### src/rtl/alu_bitserial_pkg.sv
// Shared encodings for the bit-serial ALU sequencer: op codes, FSM states,
// and the bit-counter width helper.
package alu_bitserial_pkg;

  localparam logic [1:0] OP_ADD = 2'b00;
  localparam logic [1:0] OP_SUB = 2'b01;
  localparam logic [1:0] OP_AND = 2'b10;
  localparam logic [1:0] OP_OR  = 2'b11;

  typedef enum logic [1:0] {
    IDLE = 2'b00,
    RUN  = 2'b01,
    DONE = 2'b10
  } state_t;

  function automatic int cnt_width(input int width);
    return (width < 2) ? 1 : $clog2(width);
  endfunction

endpackage

### src/rtl/alu_bitserial_shreg.sv
// WIDTH-bit register with parallel load and shift-right; serial data enters
// at the MSB and leaves from the LSB. Load has priority over shift.
module alu_bitserial_shreg #(
  parameter int WIDTH = 8
) (
  input  logic             clk,
  input  logic             rst,
  input  logic             load_i,
  input  logic [WIDTH-1:0] d_i,
  input  logic             shift_i,
  input  logic             sin_i,
  output logic [WIDTH-1:0] q_o,
  output logic             sout_o
);

  logic [WIDTH-1:0] data_q;
  logic [WIDTH-1:0] data_d;

  always_comb begin
    data_d = data_q;
    if (load_i)       data_d = d_i;
    else if (shift_i) data_d = {sin_i, data_q[WIDTH-1:1]};
  end

  always_ff @(posedge clk or posedge rst) begin
    if (rst) data_q <= '0;
    else     data_q <= data_d;
  end

  assign q_o    = data_q;
  assign sout_o = data_q[0];

endmodule

### src/rtl/alu_bitserial_ctrl.sv
// Bit-serial sequencer around an external 1-bit ALU slice, LSB first with COUT
// chained into the next CIN. Optional zero/ovf flags via ALU_BITSERIAL_FLAGS_EN.
module alu_bitserial_ctrl
  import alu_bitserial_pkg::*;
#(
  parameter int WIDTH = 8
) (
  input  logic             clk,
  input  logic             rst,
  input  logic             start,
  input  logic [1:0]       op,
  input  logic [WIDTH-1:0] opa,
  input  logic [WIDTH-1:0] opb,
  output logic             busy,
  output logic             done,
  output logic [WIDTH-1:0] result,
  output logic             cout,
`ifdef ALU_BITSERIAL_FLAGS_EN
  output logic             zero,
  output logic             ovf,
`endif
  output logic             alu_a,
  output logic             alu_b,
  output logic             alu_cin,
  output logic             alu_f1,
  output logic             alu_f0,
  input  logic             alu_res,
  input  logic             alu_cout
);

  localparam int CW = cnt_width(WIDTH);
  localparam logic [CW-1:0] LAST_BIT = CW'(WIDTH - 1);

  state_t          state_q;
  logic [CW-1:0]   cnt_q;
  logic            carry_q;
  logic [1:0]      op_q;
  logic            busy_q;
  logic            done_q;
  logic            cout_q;
  logic            zero_q;
  logic            ovf_q;

  logic             accept;
  logic             run;
  logic             addsub;
  logic             a_lsb;
  logic             b_lsb;
  logic [WIDTH-1:0] a_q;
  logic [WIDTH-1:0] b_q;
  logic [WIDTH-1:0] res_q;
  logic             res_sout;
  logic [WIDTH-1:0] res_final;

  assign accept    = (state_q == IDLE) && start;
  assign run       = (state_q == RUN);
  assign addsub    = ~op_q[1];
  assign res_final = {alu_res, res_q[WIDTH-1:1]};

  alu_bitserial_shreg #(.WIDTH(WIDTH)) u_sh_a (
    .clk(clk), .rst(rst), .load_i(accept), .d_i(opa), .shift_i(run),
    .sin_i(1'b0), .q_o(a_q), .sout_o(a_lsb)
  );

  alu_bitserial_shreg #(.WIDTH(WIDTH)) u_sh_b (
    .clk(clk), .rst(rst), .load_i(accept), .d_i(opb), .shift_i(run),
    .sin_i(1'b0), .q_o(b_q), .sout_o(b_lsb)
  );

  alu_bitserial_shreg #(.WIDTH(WIDTH)) u_sh_res (
    .clk(clk), .rst(rst), .load_i(1'b0), .d_i('0), .shift_i(run),
    .sin_i(alu_res), .q_o(res_q), .sout_o(res_sout)
  );

  // Operand shift registers are only consumed through their LSB.
  logic unused_bits;
  assign unused_bits = ^{a_q, b_q, res_sout, zero_q, ovf_q};

  always_ff @(posedge clk or posedge rst) begin
    if (rst) begin
      state_q <= IDLE;
      cnt_q   <= '0;
      carry_q <= 1'b0;
      op_q    <= 2'b00;
      busy_q  <= 1'b0;
      done_q  <= 1'b0;
      cout_q  <= 1'b0;
      zero_q  <= 1'b0;
      ovf_q   <= 1'b0;
    end else begin
      case (state_q)
        IDLE: begin
          done_q <= 1'b0;
          if (start) begin
            op_q    <= op;
            carry_q <= (op == OP_SUB);
            cnt_q   <= '0;
            busy_q  <= 1'b1;
            state_q <= RUN;
          end
        end
        RUN: begin
          carry_q <= alu_cout;
          if (cnt_q == LAST_BIT) begin
            // carry_q here is the carry into the MSB, alu_cout the carry out.
            cout_q  <= addsub & alu_cout;
            zero_q  <= (res_final == '0);
            ovf_q   <= addsub & (carry_q ^ alu_cout);
            busy_q  <= 1'b0;
            done_q  <= 1'b1;
            state_q <= DONE;
          end else begin
            cnt_q <= cnt_q + 1'b1;
          end
        end
        DONE: begin
          done_q  <= 1'b0;
          state_q <= IDLE;
        end
        default: begin
          busy_q  <= 1'b0;
          done_q  <= 1'b0;
          state_q <= IDLE;
        end
      endcase
    end
  end

  assign busy    = busy_q;
  assign done    = done_q;
  assign result  = res_q;
  assign cout    = cout_q;
  assign alu_a   = run & a_lsb;
  assign alu_b   = run & b_lsb;
  assign alu_cin = run & addsub & carry_q;
  assign alu_f1  = run & op_q[1];
  assign alu_f0  = run & op_q[0];

`ifdef ALU_BITSERIAL_FLAGS_EN
  assign zero = zero_q;
  assign ovf  = ovf_q;
`endif

endmodule
### config.mk
export PLATFORM = sky130hd
export DESIGN_NAME = alu_bitserial_ctrl
export DESIGN_NICKNAME = d
export VERILOG_FILES = /design/src/rtl/alu_bitserial_pkg.sv /design/src/rtl/alu_bitserial_shreg.sv /design/src/rtl/alu_bitserial_ctrl.sv
export SDC_FILE = /design/constraint.sdc
export NUM_CORES = 1
export LEC_CHECK = 0
export CORE_MARGIN = 4
export CORE_UTILIZATION = 52
export CTS_CLUSTER_DIAMETER = 100
export DETAILED_ROUTE_END_ITERATION = 10
export PLACE_DENSITY = 0.94
export SLEW_MARGIN = 10
export SYNTH_ARGS = -nofsm -noshare
export SYNTH_HDL_FRONTEND = slang
export SYNTH_SLANG_ARGS = --single-unit
### constraint.sdc
create_clock -name clk -period 4.2 [get_ports clk]
set_input_delay 0.84 -clock clk [delete_from_list [all_inputs] [get_ports clk]]
set_output_delay 0.84 -clock clk [all_outputs]
set_load 0.01 [all_outputs]
# [After elaboration in Yosys (flattened, before gate mapping)]
# Index checks and enable logic that the tools add are counted.
[op_classes] add_sub_neg=1 n_eq_ne=7 muxes=17 bitwise=9 n_reduce_logical=10
[ops] operator="8-bit 2-to-1 mux" count=4
[ops] operator="2-bit AND reduction" count=4
[ops] operator="1-bit bitwise AND" count=7
[ops] operator="3-bit 2-to-1 mux" count=2
[ops] operator="3-bit one-hot mux with 2 select lines" count=1
[ops] operator="3-bit AND reduction" count=2
[ops] operator="1-bit 2-to-1 mux" count=5
[ops] operator="2-bit by 1-bit == test with 1-bit output (second input constant)" count=2
[ops] operator="2-bit 2-to-1 mux" count=2
[ops] operator="2-bit inequality test (second input constant)" count=2
[ops] operator="2-bit one-hot mux with 2 select lines" count=1
[ops] operator="2-bit nonzero test" count=2
[ops] operator="3-bit by 1-bit adder with 3-bit output (second input constant)" count=1
[ops] operator="3-bit == test (second input constant)" count=1
[ops] operator="1-bit one-hot mux with 3 select lines" count=1
[ops] operator="2-bit == test (second input constant)" count=1
[ops] operator="2-bit logical NOT" count=1
[ops] operator="2-bit by 1-bit inequality test with 1-bit output (second input constant)" count=1
[ops] operator="1-bit NOT" count=2
[ops] operator="1-bit one-hot mux with 2 select lines" count=1
[ops] operator="1-bit logical AND" count=1
[word_totals] regBits=35 inputBits=23

# [Depth between registers and ports, before layout]
[logic_depth] word_depth=3 depth_mapped=5

# [Modules after synthesis]
# A second synthesis with hierarchy kept.
[hier_totals] cells_unflattened=156 hier_area_um2=1694.1
[modules_own_cells] mod="alu_bitserial_shreg" instances=3 cells_each=36 area_each_um2=384.1
[modules_own_cells] mod="alu_bitserial_ctrl" instances=1 cells_each=48 area_each_um2=541.8

# [Worst setup path after synthesis]
# OpenSTA, ideal clock, no wires.
[synth_path] path_kind="reg-to-output" startpoint="register state_q[0]" endpoint="output alu_cin" arrival_time_ns=0.971 slack_ns=2.389 stages_incl_launch_ff=4 cell_sequence="dfrtp_1 > nor2b_1 > buf_4 > and3b_1"
[synth_between] elab_chain_cells=3
[synth_rtl] item="from (decl)" line="alu_bitserial_ctrl.sv:34" text="state_t state_q;"
[synth_rtl] item="from (signal assigned)" line="alu_bitserial_ctrl.sv:81" text="state_q <= IDLE;"
[synth_rtl] item="from (signal assigned)" line="alu_bitserial_ctrl.sv:99" text="state_q <= RUN;"
[synth_rtl] item="from (signal assigned)" line="alu_bitserial_ctrl.sv:111" text="state_q <= DONE;"
[synth_rtl] item="2-bit by 1-bit == test with 1-bit output" line="alu_bitserial_ctrl.sv:56" text="assign run = (state_q == RUN);"
[synth_rtl] item="1-bit bitwise AND (2 in a row)" line="alu_bitserial_ctrl.sv:135" text="assign alu_cin = run & addsub & carry_q;"
[synth_rtl] item="to (decl)" line="alu_bitserial_ctrl.sv:24" text="output logic alu_cin,"
# No other way between the ends.

# [Worst setup path in the final report]
[layout_path] startpoint="register state_q[1]" endpoint="output alu_f0"
[layout_between] elab_chain_cells=2
[layout_rtl] item="2-bit by 1-bit == test with 1-bit output" line="alu_bitserial_ctrl.sv:56"
[layout_rtl] item="1-bit bitwise AND" line="alu_bitserial_ctrl.sv:137" text="assign alu_f0 = run & op_q[0];"
[layout_rtl] item="to (decl)" line="alu_bitserial_ctrl.sv:26" text="output logic alu_f0,"
# No other way between the ends.

==> impl_metrics.env <==
export IMPL_status="completed"
export IMPL_postCtsSetupBuffers=0
export IMPL_synth_largest_area_cell="dfrtp_1"
export IMPL_synth_main_ff_cell="dfrtp_1"
export IMPL_num_rows=19
export IMPL_grt_overflow_total=0
export IMPL_clock_skew_ns=0.00841
export IMPL_pwr_share_seq_pct=43.1
export IMPL_period_minus_slack_ns=3.53
export IMPL_r2r_end="u_sh_res.q_o[7]$_DFFE_PP0N_"
export IMPL_dpl_cell_area_mm2=0.00199
export IMPL_yosysSeqAreaShare_pct=54.2
export IMPL_drive_above_1_share_pct=7.03
export IMPL_clockBufferDepth=2
export IMPL_fin_crit_sh_pct=83.9
export IMPL_finalMaxSlewViolations=0
export IMPL_clk_pin_slew_ns=0.10
export IMPL_grt_pass1_wl_mm=6.09
export IMPL_coreArea_mm2=0.00285
export IMPL_fmax_mhz=284
export IMPL_fin_tns_setup_ns=0
export IMPL_final_hold_viol_count=0
export IMPL_comb_power_share_pct=44.1
export IMPL_ys_top_cells_by_count="dfrtp_1 (35), o21ai_0 (18), a22oi_1 (14)"
export IMPL_synth_area_leaders="dfrtp_1 (54%), a22oi_1 (6.5%), o21ai_0 (5.6%), mux2_1 (5.6%), and3b_1 (4.3%)"
export IMPL_r2r_slack_ns=2.07
export IMPL_clk_latency_ns=0.34
export IMPL_ios=39
export IMPL_drc=0
export IMPL_area_delta_synth_final_pct=26.4
export IMPL_grt_pass1_vias=1324
export IMPL_synth_avg_cell_area_um2=11.0
export IMPL_die_w_um=63.7
export IMPL_synth_cells=147
export IMPL_finalInstanceArea_mm2=0.00204
export IMPL_h_tree_depth=2
export IMPL_swShare_pct=35.3
export IMPL_die_y_um=63.7
export IMPL_synth_nets=172
export IMPL_totalWireLength_mm=3.60
export IMPL_power_net_switching_mw=0.478
export IMPL_internal_power_mw=0.874
export IMPL_gp_congestion=0.756
export IMPL_hp_start="u_sh_a.q_o[6]$_DFFE_PP0P_"
export IMPL_clkSinkCount=35
export IMPL_totalPowerFinal_mw=1.35
export IMPL_io_buffers=38
export IMPL_synth_edf_count=0
export IMPL_ys_ff_latch=35
export IMPL_yosysTopAreaCellShare_pct=54.2
export IMPL_max_stage_delay_ns=0.71
export IMPL_ctsHoldBuffers=0
export IMPL_reg2reg_from="state_q[1]$_DFFE_PP0P_"
export IMPL_synthArstFlopShare_pct=100
export IMPL_slew_headroom_pct=39.8
export IMPL_tightest_slew_ns=0.901
export IMPL_routedWlPerCell_um=16.7
export IMPL_cellPowerDensity_mw_per_mm2=662
export IMPL_ys_types=23
export IMPL_worst_setup_path_type="reg2out"
export IMPL_whs_endpoint="u_sh_a.q_o[6]$_DFFE_PP0P_"
export IMPL_power_leakage_nw=0.908
export IMPL_place_hpwl_mm=2.63
export IMPL_nets=209
export IMPL_vias=1256
export IMPL_slowest_stage="nor2b_1"
export IMPL_viasPerCell=5.81
export IMPL_path_max_fanout=23
export IMPL_cts_tree="built"
export IMPL_grt_usage_pct=19.5
export IMPL_final_setup_viol_count=0
export IMPL_rsz0062_at_grt="no"
export IMPL_hp_class="reg2reg"
export IMPL_antennaDiodeCount=0
export IMPL_ant_nets=0
export IMPL_clock_tree_root_cell="clkbuf_4"
export IMPL_dr_pass1_iters=4
export IMPL_cp_start_kind="flip-flop"
export IMPL_yosysWarnings=0
export IMPL_antenna_found_initial=0
export IMPL_grt_max_degree=36
export IMPL_holdPathStages=2
export IMPL_cap_viol_max_count=0
export IMPL_endpoint_kind="primary output"
export IMPL_cp_arrival_ns=2.69
export IMPL_netlist_area_mm2=0.00162
export IMPL_initial_core_util_pct=56.6
export IMPL_vdd_drop_max_mv=0.423
export IMPL_pwr_share_clk_pct=12.9
export IMPL_yosysMostFrequentCell="dfrtp_1"
export IMPL_ctsResizeCount=0
export IMPL_cts_made_buffers=5
export IMPL_worstPathRequired_ns=3.36
export IMPL_dieArea_mm2=0.00406
export IMPL_worstPathCellList="nor2b_1 > buf_4 > and2_1 > clkdlybuf4s50_1"
export IMPL_drt_iter0_drc=70
export IMPL_r2r_cells=3
[power groups by stage]
| stage | clock, mW | combinational (mW) | sequential [mW] |
|---|---|---|---|
| finish | 0.174 | 0.596 | 0.583 |
| global route | 0.201 | 0.652 | 0.601 |
| CTS | 0.179 | 0.602 | 0.582 |
| detailed placement | 0 | 0.601 | 0.589 |
| global placement | 0 | 0.564 | 0.573 |
| floorplan | 0 | 0.359 | 0.581 |
[logic make-up (layout without fill, tap and decap cells)]
group / count (synthesis) / after routing / share of synthesized area, %
AOI/OAI and AO/OA: 49 / 49 / 19.1
adders and majority gates: 2 / 2 / 1.55
buffers and inverters: 16 / 54 / 5.19
DFF: 35 / 35 / 54.2
muxes: 11 / 11 / 7.67
and+or+nand+nor: 34 / 34 / 12.3
[sequential cells by signal, summed over array words and instances, names as in the netlist]
name / cells
u_sh_res.q_o: 8
u_sh_a.q_o: 8
done: 1
u_sh_b.q_o: 8
busy: 1
state_q: 2
cout: 1
cnt_q: 3
op_q: 2
carry_q: 1
[worst max-delay path by stage]
stage | startpoint | endpoint | slack, ns | depth (start not counted)
2_1_floorplan | state_q[0]$_DFFE_PP0P_ | alu_cin | 2.39 | 3
3_3_place_gp | state_q[1]$_DFFE_PP0P_ | alu_f0 | 1.20 | 4
3_5_place_dp | state_q[1]$_DFFE_PP0P_ | alu_f0 | 1.07 | 4
4_1_cts | state_q[1]$_DFFE_PP0P_ | alu_f0 | 0.68 | 4
5_1_grt | state_q[1]$_DFFE_PP0P_ | alu_f0 | 0.45 | 4
6_report | state_q[1]$_DFFE_PP0P_ | alu_f0 | 0.67 | 4
[layout by cell type (no fill, tap or decap), types with 5 or more instances in the layout]
master	instances
clkdlybuf4s50_1	38
dfrtp_1	35
o21ai_0	18
a22oi_1	14
nand2_1	13
and3b_1	8
a21oi_1	8
mux2_1	8
inv_1	5
a22o_1	5
and2_1	5
clkbuf_4	5
[through the flow]
stage / utilization (%) / cells / setup WS [ns] / hold slack (ns)
final: 71.6 / 216 / 0.674 / 0.495
after detailed placement: 69.8 / 208 / 1.07 / 0.472
after floorplan: - / 147 / 2.39 / 0.442
after global routing: 71.6 / 216 / 0.453 / 0.527
after global placement: 69.8 / 208 / 1.20 / 0.466
after CTS: 71.6 / 216 / 0.676 / 0.496
[layout make-up]
class                           instances  area (um^2)
Fill cell                             206          811
Sequential cell                        35          876
Inverter                                5         18.8
Tap cell                               31         38.8
Clock buffer                            7         45.0
Clock inverter                          1         5.00
Timing Repair Buffer                   41          403
Multi-Input combinational cell         96          656
[metal layers]
layer / part of all wire [%] / GRT usage (%) / vias up
met5: 0 / 0 / -
met2: 52 / 32.6 / 36
li1: - / - / 602
met1: 42 / 23.4 / 608
met4: 2.6 / 11.1 / 0
met3: 3.2 / 4.20 / 10
[critical path, delay by kind of cell, from the launching register on]
kind,cells,cell delay [ns]
and+or+nand+nor,2,0.86
buffers and inverters,2,0.83
DFF,1,0.65
No activity file was read; power rests on OpenSTA's default activity.
